--- src/rtl/fetch_pkg.sv ---
// Shared definitions for the fetch-stage sequencer.
//   fetch_state_t      : sequencer states
//   INSN_BYTES         : byte stride between consecutive instructions
//   DEFAULT_RESET_VEC  : default first fetch address after reset
//   DEFAULT_TRAP_VEC   : default redirect target for traps and misaligned branches
//   is_misaligned()    : true when an address is not word aligned
package fetch_pkg;

    typedef enum logic [2:0] {
        BOOT,
        REQ,
        HOLD,
        DRAIN,
        HALT
    } fetch_state_t;

    localparam int unsigned INSN_BYTES        = 4;
    localparam logic [31:0] DEFAULT_RESET_VEC = 32'h0000_0000;
    localparam logic [31:0] DEFAULT_TRAP_VEC  = 32'h0000_0100;

    // Only the two low address bits decide word alignment.
    function automatic logic is_misaligned(input logic [1:0] low_bits);
        return (low_bits != 2'b00);
    endfunction

endpackage

--- src/rtl/fetch_ctrl_if.sv ---
// Instruction-memory request/response bus.
//   imem_req   : request, held until imem_ack
//   imem_addr  : request address, stable while imem_req is high
//   imem_ack   : response valid, completes the current request
//   imem_rdata : instruction word, valid with imem_ack
// master = fetch sequencer side, slave = memory side.
interface fetch_ctrl_if #(
    parameter int XLEN = 32
) ();

    logic            imem_req;
    logic [XLEN-1:0] imem_addr;
    logic            imem_ack;
    logic [XLEN-1:0] imem_rdata;

    modport master (
        output imem_req,
        output imem_addr,
        input  imem_ack,
        input  imem_rdata
    );

    modport slave (
        input  imem_req,
        input  imem_addr,
        output imem_ack,
        output imem_rdata
    );

endinterface

--- src/rtl/fetch_skid.sv ---
// One-entry instruction/PC holding buffer. Catches a response that
// arrives while decode is still stalled on the previous word.
//   clk, rst      : clock and synchronous active-high reset
//   push          : capture push_instr/push_pc, entry becomes full
//   pop           : entry consumed, becomes empty
//   flush         : discard the entry (wins over push and pop)
//   full          : entry holds a word
//   out_instr/pc  : stored instruction and its address
module fetch_skid #(
    parameter int XLEN = 32
) (
    input  logic            clk,
    input  logic            rst,
    input  logic            push,
    input  logic            pop,
    input  logic            flush,
    input  logic [XLEN-1:0] push_instr,
    input  logic [XLEN-1:0] push_pc,
    output logic            full,
    output logic [XLEN-1:0] out_instr,
    output logic [XLEN-1:0] out_pc
);

    logic            full_q, full_d;
    logic [XLEN-1:0] instr_q, instr_d;
    logic [XLEN-1:0] pc_q, pc_d;

    // Next-entry logic: a redirect flush overrides everything, otherwise
    // a push loads the entry and a pop empties it.
    always_comb begin
        full_d  = full_q;
        instr_d = instr_q;
        pc_d    = pc_q;
        if (flush) begin
            full_d = 1'b0;
        end else if (push) begin
            full_d  = 1'b1;
            instr_d = push_instr;
            pc_d    = push_pc;
        end else if (pop) begin
            full_d = 1'b0;
        end
    end

    // Entry registers.
    always_ff @(posedge clk) begin
        if (rst) begin
            full_q  <= 1'b0;
            instr_q <= '0;
            pc_q    <= '0;
        end else begin
            full_q  <= full_d;
            instr_q <= instr_d;
            pc_q    <= pc_d;
        end
    end

    assign full      = full_q;
    assign out_instr = instr_q;
    assign out_pc    = pc_q;

endmodule

--- src/rtl/fetch_ctrl.sv ---
// Fetch-stage sequencer. Issues instruction-memory requests, delivers
// instruction/PC pairs to decode, applies trap/branch redirects and
// drives the PC register update.
//   clk, rst      : clock and synchronous active-high reset
//   imem          : instruction-memory bus (master side)
//   hz_stall      : decode not accepting, if_* must hold
//   br_taken/br_target : branch redirect pulse and target from EX
//   trap_req      : trap redirect pulse (beats branch)
//   halt_req      : stop fetching after the current request completes
//   if_valid/if_instr/if_pc : word handed to decode
//   next_pc/pc_stall : PC register load value and hold
//   misalign_err  : one-cycle pulse for a misaligned branch target
//   halted        : sequencer is in HALT
module fetch_ctrl
    import fetch_pkg::*;
#(
    parameter int              XLEN      = 32,
    parameter logic [XLEN-1:0] RESET_VEC = DEFAULT_RESET_VEC,
    parameter logic [XLEN-1:0] TRAP_VEC  = DEFAULT_TRAP_VEC
) (
    input  logic            clk,
    input  logic            rst,
    fetch_ctrl_if.master    imem,
    input  logic            hz_stall,
    input  logic            br_taken,
    input  logic [XLEN-1:0] br_target,
    input  logic            trap_req,
    input  logic            halt_req,
    output logic            if_valid,
    output logic [XLEN-1:0] if_instr,
    output logic [XLEN-1:0] if_pc,
    output logic [XLEN-1:0] next_pc,
    output logic            pc_stall,
    output logic            misalign_err,
    output logic            halted
);

    fetch_state_t    state_q, state_d;
    logic [XLEN-1:0] fetch_pc_q, fetch_pc_d;
    logic [XLEN-1:0] req_addr_q, req_addr_d;
    logic            if_valid_q, if_valid_d;
    logic [XLEN-1:0] if_instr_q, if_instr_d;
    logic [XLEN-1:0] if_pc_q, if_pc_d;
    logic            misalign_q, misalign_d;
    logic            halt_pend_q, halt_pend_d;

    logic            fetch_pc_we;
    logic            out_free;
    logic            halt_pend;
    logic            br_effective;
    logic            br_misaligned;
    logic            redirect;
    logic [XLEN-1:0] redirect_target;

    logic            skid_push, skid_pop, skid_flush, skid_full;
    logic [XLEN-1:0] skid_instr, skid_pc;

    fetch_skid #(.XLEN(XLEN)) u_skid (
        .clk        (clk),
        .rst        (rst),
        .push       (skid_push),
        .pop        (skid_pop),
        .flush      (skid_flush),
        .push_instr (imem.imem_rdata),
        .push_pc    (req_addr_q),
        .full       (skid_full),
        .out_instr  (skid_instr),
        .out_pc     (skid_pc)
    );

    // Redirect resolution. A trap always wins and goes to the trap vector;
    // a branch is ignored while halted and a misaligned branch target is
    // turned into a trap-vector redirect with an error pulse.
    always_comb begin
        br_effective    = br_taken && (state_q != HALT);
        br_misaligned   = br_effective && !trap_req && is_misaligned(br_target[1:0]);
        redirect        = trap_req || br_effective;
        redirect_target = (trap_req || br_misaligned) ? TRAP_VEC : br_target;
    end

    // Next-state and datapath logic. Decode drains if_* on a transfer
    // unless a new word replaces it in the same cycle. A redirect kills
    // everything in flight; an outstanding request is drained because the
    // memory must still see it complete.
    always_comb begin
        state_d     = state_q;
        fetch_pc_d  = fetch_pc_q;
        fetch_pc_we = 1'b0;
        req_addr_d  = req_addr_q;
        if_valid_d  = if_valid_q && hz_stall;
        if_instr_d  = if_instr_q;
        if_pc_d     = if_pc_q;
        skid_push   = 1'b0;
        skid_pop    = 1'b0;
        skid_flush  = 1'b0;
        out_free    = !if_valid_q || !hz_stall;
        halt_pend   = halt_pend_q || halt_req;

        if (redirect) begin
            fetch_pc_d  = redirect_target;
            fetch_pc_we = 1'b1;
            if_valid_d  = 1'b0;
            skid_flush  = 1'b1;
            unique case (state_q)
                REQ, DRAIN: state_d = imem.imem_ack ? REQ : DRAIN;
                default:    state_d = REQ;
            endcase
        end else begin
            unique case (state_q)
                BOOT: state_d = REQ;
                REQ: begin
                    if (imem.imem_ack) begin
                        fetch_pc_d  = fetch_pc_q + XLEN'(INSN_BYTES);
                        fetch_pc_we = 1'b1;
                        if (out_free) begin
                            if_valid_d = 1'b1;
                            if_instr_d = imem.imem_rdata;
                            if_pc_d    = req_addr_q;
                            state_d    = halt_pend ? HALT : REQ;
                        end else begin
                            // Decode still holds the previous word; park
                            // this one and stop requesting until it drains.
                            skid_push = 1'b1;
                            state_d   = HOLD;
                        end
                    end
                end
                HOLD: begin
                    if (!hz_stall && skid_full) begin
                        if_valid_d = 1'b1;
                        if_instr_d = skid_instr;
                        if_pc_d    = skid_pc;
                        skid_pop   = 1'b1;
                        state_d    = halt_pend ? HALT : REQ;
                    end
                end
                DRAIN: begin
                    if (imem.imem_ack) begin
                        state_d = halt_pend ? HALT : REQ;
                    end
                end
                HALT:    state_d = HALT;
                default: state_d = BOOT;
            endcase
        end

        // A fresh request starts whenever REQ is entered or re-entered
        // after an ack; a request still waiting keeps its address.
        if ((state_d == REQ) && !((state_q == REQ) && !imem.imem_ack)) begin
            req_addr_d = fetch_pc_d;
        end

        halt_pend_d = halt_pend && (state_q != HALT) && (state_d != HALT);
        misalign_d  = br_misaligned;
    end

    // State and datapath registers.
    always_ff @(posedge clk) begin
        if (rst) begin
            state_q     <= BOOT;
            fetch_pc_q  <= RESET_VEC;
            req_addr_q  <= '0;
            if_valid_q  <= 1'b0;
            if_instr_q  <= '0;
            if_pc_q     <= '0;
            misalign_q  <= 1'b0;
            halt_pend_q <= 1'b0;
        end else begin
            state_q     <= state_d;
            fetch_pc_q  <= fetch_pc_d;
            req_addr_q  <= req_addr_d;
            if_valid_q  <= if_valid_d;
            if_instr_q  <= if_instr_d;
            if_pc_q     <= if_pc_d;
            misalign_q  <= misalign_d;
            halt_pend_q <= halt_pend_d;
        end
    end

    assign imem.imem_req  = (state_q == REQ) || (state_q == DRAIN);
    assign imem.imem_addr = req_addr_q;
    assign if_valid       = if_valid_q;
    assign if_instr       = if_instr_q;
    assign if_pc          = if_pc_q;
    assign next_pc        = fetch_pc_d;
    assign pc_stall       = !fetch_pc_we;
    assign misalign_err   = misalign_q;
    assign halted         = (state_q == HALT);

endmodule

--- src/flat_wrapper.sv ---
// flat-port wrapper written by rule: the top's interface ports become plain ports
module fetch_ctrl_flat import fetch_pkg::*;
#(
    parameter int              XLEN      = 32,
    parameter logic [XLEN-1:0] RESET_VEC = DEFAULT_RESET_VEC,
    parameter logic [XLEN-1:0] TRAP_VEC  = DEFAULT_TRAP_VEC
)
  (clk, rst, hz_stall, br_taken, br_target, trap_req, halt_req, if_valid, if_instr, if_pc, next_pc, pc_stall, misalign_err, halted, imem_imem_req, imem_imem_addr, imem_imem_ack, imem_imem_rdata);
  fetch_ctrl_if #(.XLEN(XLEN)) imem_i ();
  input  logic clk;
  input  logic rst;
  input  logic hz_stall;
  input  logic br_taken;
  input  logic [XLEN-1:0] br_target;
  input  logic trap_req;
  input  logic halt_req;
  output logic if_valid;
  output logic [XLEN-1:0] if_instr;
  output logic [XLEN-1:0] if_pc;
  output logic [XLEN-1:0] next_pc;
  output logic pc_stall;
  output logic misalign_err;
  output logic halted;
  output wire logic [$bits(imem_i.imem_req)-1:0] imem_imem_req;
  output wire logic [$bits(imem_i.imem_addr)-1:0] imem_imem_addr;
  input wire logic [$bits(imem_i.imem_ack)-1:0] imem_imem_ack;
  input wire logic [$bits(imem_i.imem_rdata)-1:0] imem_imem_rdata;
  assign imem_imem_req = imem_i.imem_req;
  assign imem_imem_addr = imem_i.imem_addr;
  assign imem_i.imem_ack = imem_imem_ack;
  assign imem_i.imem_rdata = imem_imem_rdata;
  fetch_ctrl #(.XLEN(XLEN), .RESET_VEC(RESET_VEC), .TRAP_VEC(TRAP_VEC)) u_core (.clk(clk), .rst(rst), .imem(imem_i), .hz_stall(hz_stall), .br_taken(br_taken), .br_target(br_target), .trap_req(trap_req), .halt_req(halt_req), .if_valid(if_valid), .if_instr(if_instr), .if_pc(if_pc), .next_pc(next_pc), .pc_stall(pc_stall), .misalign_err(misalign_err), .halted(halted));
endmodule
--- config.mk ---
export PLATFORM = sky130hd
export DESIGN_NAME = fetch_ctrl_flat
export DESIGN_NICKNAME = d
export VERILOG_FILES = /design/src/rtl/fetch_pkg.sv /design/src/rtl/fetch_ctrl_if.sv /design/src/rtl/fetch_skid.sv /design/src/rtl/fetch_ctrl.sv /design/src/flat_wrapper.sv
export SDC_FILE = /design/constraint.sdc
export NUM_CORES = 1
export LEC_CHECK = 0
export ABC_AREA = 0
export BUFFER_PORTS_ARGS = -buffer_cell sky130_fd_sc_hd__buf_2
export CAP_MARGIN = 20
export CORE_MARGIN = 2
export CORE_UTILIZATION = 53
export CTS_BUF_LIST = sky130_fd_sc_hd__clkbuf_16
export DETAILED_ROUTE_END_ITERATION = 12
export PLACE_DENSITY = 0.78
export REMOVE_ABC_BUFFERS = 1
export SYNTH_ARGS = -nofsm -noshare
export SYNTH_HDL_FRONTEND = slang
export SYNTH_HIERARCHICAL = 1
export SYNTH_SLANG_ARGS = --single-unit
--- constraint.sdc ---
create_clock -name clk -period 4.5 [get_ports clk]
set_input_delay 0 -clock clk [delete_from_list [all_inputs] [get_ports clk]]
set_output_delay 0 -clock clk [all_outputs]
set_load 0.05 [all_outputs]
# Word-level counts from Yosys, hierarchy flattened
# Cells that the tools add are included.
[word_totals] reg_bits=199 input_bits=71 output_inout_bits=133 wordCells=91
[op_classes] n_addsub=1 n_eq_ne=10 muxes=38 bitwise=2 n_reduce_logical=29
[ops] op="$mux W32" count=10
[ops] op="$pmux W32 S2" count=2
[ops] op="$add A32 B3 Y32 const B" count=1
[ops] op="$mux W3" count=7
[ops] op="$mux W1" count=16
[ops] op="$pmux W3 S5" count=1
[ops] op="$logic_and A1 B1 Y1" count=9
[ops] op="$eq A3 B1 Y1 const B" count=2
[ops] op="$eq A3 B2 Y1 const B" count=2
[ops] op="$logic_not A1 Y1" count=6
[ops] op="$ne A3 B3 Y1 const B" count=2
[ops] op="$reduce_bool A2 Y1" count=3
[ops] op="$reduce_or A2 Y1" count=3
[ops] op="$logic_or A1 B1 Y1" count=5
[ops] op="$reduce_and A5 Y1" count=1
[ops] op="$ne A2 B1 Y1 const B" count=2
[ops] op="$eq A3 B3 Y1 const B" count=1
[ops] op="$logic_not A3 Y1" count=1
[ops] op="$mux W2" count=1
[ops] op="$ne A2 B2 Y1 const B" count=1
[ops] op="$not A1 Y1" count=2
[ops] op="$pmux W1 S2" count=1
[ops] op="$reduce_and A2 Y1" count=1

# Longest topological paths before layout
[depth] word_depth=8 ltp_mapped=11 mapped_depth_nobuf=8

# By module
# The synthesis kept the hierarchy.
[by_module_without_submodules] module="fetch_ctrl" n_inst=1 cells_each=700 area_per_inst_um2=6162.2 seq_area_each_um2=2682.6
[by_module_without_submodules] module="fetch_skid" n_inst=1 cells_each=296 area_per_inst_um2=3268.1 seq_area_each_um2=1301.2

# Worst setup path before layout
# No wires, ideal clock.
[synth_timing] path_kind="reg-to-reg" from="reg u_core.state_q[1]" to="reg u_core.req_addr_q[22] (netlist: u_core/imem.imem_addr[22])" setup_time_ns=0.063 t_arrival_ns=2.955 required_ns=4.437 setup_slack_ns=1.482 stages_incl_launch_ff=9 path_buffers=3 cell_sequence="dfxtp_1 buf_2 or3b_1 a21oi_1 inv_1 clkbuf_1 clkbuf_1 o21ai_0 o21a_1"
[synth_between] elab_cells_between_ends=25
[synth_lines] element="from (decl)" line_no="fetch_ctrl.sv:38" rtl="fetch_state_t state_q, state_d;"
[synth_lines] element="from (signal assigned)" line_no="fetch_ctrl.sv:169" rtl="state_q <= state_d;"
[synth_lines] element="$ne A3 B3 Y1" line_no="fetch_ctrl.sv:75" rtl="br_effective = br_taken && (state_q != HALT);"
[synth_lines] element="$logic_and A1 B1 Y1" line_no="fetch_ctrl.sv:75"
[synth_lines] element="$logic_or A1 B1 Y1" line_no="fetch_ctrl.sv:77" rtl="redirect = trap_req || br_effective;"
[synth_lines] element="named net u_core.redirect" line_no="fetch_ctrl.sv:52" rtl="logic redirect;"
[synth_lines] element="$mux W32" line_no="fetch_ctrl.sv:99" rtl="if (redirect) begin"
[synth_lines] element="named net next_pc[22]" line_no="flat_wrapper.sv:20" rtl="output logic [XLEN-1:0] next_pc;"
[synth_lines] element="to (signal assigned)" line_no="fetch_ctrl.sv:171" rtl="req_addr_q <= req_addr_d;"
[synth_lines] element="to (decl)" line_no="fetch_ctrl.sv:40" rtl="logic [XLEN-1:0] req_addr_q, req_addr_d;"
# The timed path passes the listed nets, and every way through them passes these cells.
# A chain may end at the register's enable or synchronous reset.

# Final worst setup path
[layout_timing] from="reg u_core.state_q[2]" to="out next_pc[4]"
[layout_between] elab_chain_cells=7 elab_cells_between_ends=10
[layout_lines] element="$ne A3 B3 Y1" line_no="fetch_ctrl.sv:75"
[layout_lines] element="$logic_and A1 B1 Y1" line_no="fetch_ctrl.sv:75"
[layout_lines] element="$logic_and A1 B1 Y1 (2 in a row)" line_no="fetch_ctrl.sv:76" rtl="br_misaligned = br_effective && !trap_req && is_misaligned(br_target[1:0]);"
[layout_lines] element="$logic_or A1 B1 Y1" line_no="fetch_ctrl.sv:78" rtl="redirect_target = (trap_req || br_misaligned) ? TRAP_VEC : br_target;"
[layout_lines] element="$mux W32" line_no="fetch_ctrl.sv:78"
[layout_lines] element="$mux W32 (*)" line_no="fetch_ctrl.sv:99"
[layout_lines] element="to (decl)" line_no="flat_wrapper.sv:20"
# Every way passes the cells marked *; elsewhere a longest branch is shown, timed or not.

==> results_dict.tcl <==
set metrics [dict create \
    syn2layout_area_growth_pct 23.1 \
    avgRoutedWirePerCell_um 16.4 \
    p_leak_nw 4.70 \
    die_area_sq_um 18900 \
    drt_iter0_markers 412 \
    power.density_nw_per_um2 352 \
    die_w_um 137 \
    grtUsageMet2_pct 41.1 \
    max_slew_margin_pct 28.8 \
    rr_worst_depth 8 \
    synth-edff-count 0 \
    grt_max_degree 140 \
    synthArstFlopShare_pct 0 \
    core_sq_um 17400 \
    cp_top_family "buffers and inverters" \
    clockBufferDepth 2 \
    ios 204 \
    yosysWarnings 6 \
    startpoint_type "register" \
    min_path_cells 4 \
    rows 48 \
    crit_cells 7 \
    first_pass_iters 7 \
    maxSlewViolCount 0 \
    use_met1_pct 32.0 \
    worst-setup-path-type "reg -> out" \
    ir_drop_v 0.000263 \
    setup_viol 0 \
    post-route-period-util_pct 76.1 \
    grt_pass1_wl_um 37400 \
    finish.utilization_pct 66.9 \
    slowest_stage "dfxtp_1" \
    grt.busiest_layer "met2" \
    hold_viol 0 \
    tightest_slew_ns 1.07 \
    synth-seq-cells 199 \
    fillerInstances 1399 \
    crit_arrival_ns 3.42 \
    rsz0062_at_grt "false" \
    cp-end-kind "primary output" \
    status "complete, no violations" \
    clock_latency_ns 0.42 \
    dp_cells 1344 \
    stdcell_area_sq_um 11600 \
    fin_crit_ns 3.42 \
    crit_chain "or3b_1, a21oi_2, buf_4, inv_2, buf_4, o21ai_0, buf_2" \
    cap_violations 0 \
    antenna_found_initial 1 \
    cts.sinks 199 \
    nNetsFinal 1267 \
    synthCells 996 \
    clkTransAtPathRegs_ns 0.07 \
    post_layout_nonfiller_instances 1434 \
    start_util_pct 54.3 \
    wl_um 23500 \
    seq_area_frac_synth_pct 42.2 \
    slowest_delay_ns 0.47 \
    die_h_um 137 \
    drtAntennaViolNets 0 \
    viasPerCell 5.51 \
    cts_buffers 17 \
    grt-ovfl-total 0 \
    avgSynthCellArea_sq_um 9.47 \
    grt_use_total_pct 24.7 \
    dr_total_vias 7904 \
    critPathMaxFanout 51 \
    path_buf_inv 4 \
    gp_congestion 0.844 \
    cp_data_required_time_ns 4.50 \
    synth.cell_area_sq_um 9430 \
    synth_flop_cell "dfxtp_1" \
    timing.fmax_mhz 292 \
    hold_class "in -> reg" \
    path_common_cell "buf_4" \
    dpl_cell_area_sq_um 10400 \
    skew_ns 0.0103 \
    worst-r2r-setup-slack_ns 1.18 \
    grt_pass1_vias 7517 \
    cts-root-buf "clkbuf_16" \
    drc 0 \
    drive_gt1_share_pct 26.5 \
    dpl.hpwl_um 14700 \
    cts_tree "yes" \
    finalSetupTns_ns 0 \
    synth_cell_types 54 \
    htree_levels 4 \
    port_buffers 203 \
    gr-usage-met3_pct 5.45 \
]
==> worst min-delay path, stage by stage <==
cell and delay [ns]:
buf_2 0.08, nand2_1 0.04, o21ai_0 0.14, nor2b_1 0.14
==> cells in the final DEF, fill, tap and decap left out, types with 13 or more instances in the layout <==
master | netlist | final
buf_2 | 34 | 202
dfxtp_1 | 199 | 199
nor2_1 | 128 | 126
a211oi_1 | 81 | 81
mux2i_1 | 77 | 77
nand4bb_1 | 65 | 65
nand2b_1 | 65 | 65
o21ai_2 | 60 | 60
dlygate4sd3_1 | 0 | 57
nand2_1 | 27 | 27
inv_1 | 25 | 25
nand3_1 | 18 | 18
clkbuf_16 | 0 | 17
xnor2_1 | 16 | 16
nor2b_1 | 15 | 15
a22oi_1 | 13 | 13
nor4_1 | 13 | 13
==> path summary, 6_finish.rpt <==
kind	start	endpoint
hold / removal	br_target[12]	u_core/fetch_pc_q[12]$_SDFF_PP0_
setup reg to reg	u_core/state_q[2]$_SDFF_PP0_	u_core/if_instr[13]$_SDFFE_PP0P_
hold reg to reg	u_core/u_skid/out_instr[27]$_SDFFE_PP0P_	u_core/u_skid/out_instr[27]$_SDFFE_PP0P_
setup / recovery	u_core/state_q[2]$_SDFF_PP0_	next_pc[4]
==> cell usage after synthesis (2+ instances only) <==
library cell	number	area, sq um
buf_2	34	170
a211oi_1	81	608
or3_1	3	18.8
buf_1	6	22.5
nand4_1	8	50.1
nor3_1	13	65.1
nor2b_1	15	93.8
xnor2_1	16	140
dfxtp_1	199	3980
and4_1	2	17.5
or4_1	4	30.0
mux2i_1	77	771
and3_1	2	12.5
buf_6	2	22.5
a2bb2oi_1	4	35.0
a21oi_1	8	40.0
nor3b_1	2	15.0
a311oi_1	2	17.5
xor2_1	11	96.3
and2_1	4	25.0
a21o_1	2	15.0
a22oi_1	13	97.6
o21a_1	2	15.0
clkbuf_1	43	161
o21ai_0	10	50.1
nor4_1	13	81.3
o21ai_2	60	526
nand2_1	27	101
buf_12	6	120
nand2b_1	65	407
nor2_1	128	480
nand4bb_1	65	732
nand3_1	18	90.1
o211ai_1	2	15.0
inv_1	25	93.8
or2_2	2	12.5
o21ai_1	4	20.0
buf_4	2	15.0
==> state kept, by name, indices dropped and copies added, names as in the netlist <==
register,flops
u_core/fetch_pc_q,32
u_core/halt_pend_q,1
u_core/if_instr,32
u_core/if_pc,32
u_core/if_valid,1
u_core/imem.imem_addr,32
u_core/misalign_err,1
u_core/state_q,3
u_core/u_skid/full,1
u_core/u_skid/out_instr,32
u_core/u_skid/out_pc,32
==> what timing repair did <==
action	4_1_cts	5_1_grt
hold buffers	57	0
gates resized for setup	0	0
setup buffers	0	0
endpoints found under the hold margin	94	0
==> layout make-up <==
cell class,count,area (sq um),area share [%]
sequential,199,3980,34.3
timing repair buffer,273,1720,14.8
inverter,25,93.8,0.809
clock inverter,15,231,1.99
tap,225,282,2.43
clock buffer,17,425,3.67
multi-input combinational,679,4870,42.0
antenna,1,2.50,0.0216
==> routing by layer <==
metal / part of all wire (%) / routed length, um
met5: 0 / 0
met4: 1.9 / 449
met3: 5.8 / 1360
met2: 47 / 11100
met1: 45 / 10600
==> metrics by stage <==
step	setup slack (ns)	hold slack [ns]	power, mW
after floorplan	-5.30	0.0646	2.23
after detailed placement	1.29	0.263	2.38
after global placement	1.46	0.249	2.37
after CTS	1.12	0.00474	4.11
after global routing	0.923	0.0414	4.21
final	1.08	0.0170	4.09
==> cells by family (layout without fill, tap and decap cells) <==
| logic type | after synthesis | after routing | synth area share, % |
|---|---|---|---|
| compound gates | 195 | 195 | 15.9 |
| xor+xnor | 28 | 28 | 2.68 |
| fa+ha+maj | 1 | 1 | 0.133 |
| buf+inv | 118 | 330 | 6.42 |
| flops | 199 | 199 | 42.2 |
| mux | 77 | 77 | 8.17 |
| other cells | 0 | 1 | 0 |
| simple gates | 378 | 378 | 24.4 |
==> where the power goes <==
part | leakage (nW) | total (mW) | internal, mW | switching (mW)
Combinational | 2.77 | 0.538 | 0.186 | 0.352
Sequential | 1.61 | 1.84 | 1.81 | 0.0353
Clock | 0.325 | 1.71 | 1.04 | 0.669
Total | 4.70 | 4.09 | 3.03 | 1.06
No activity file was read; power rests on OpenSTA's default activity.
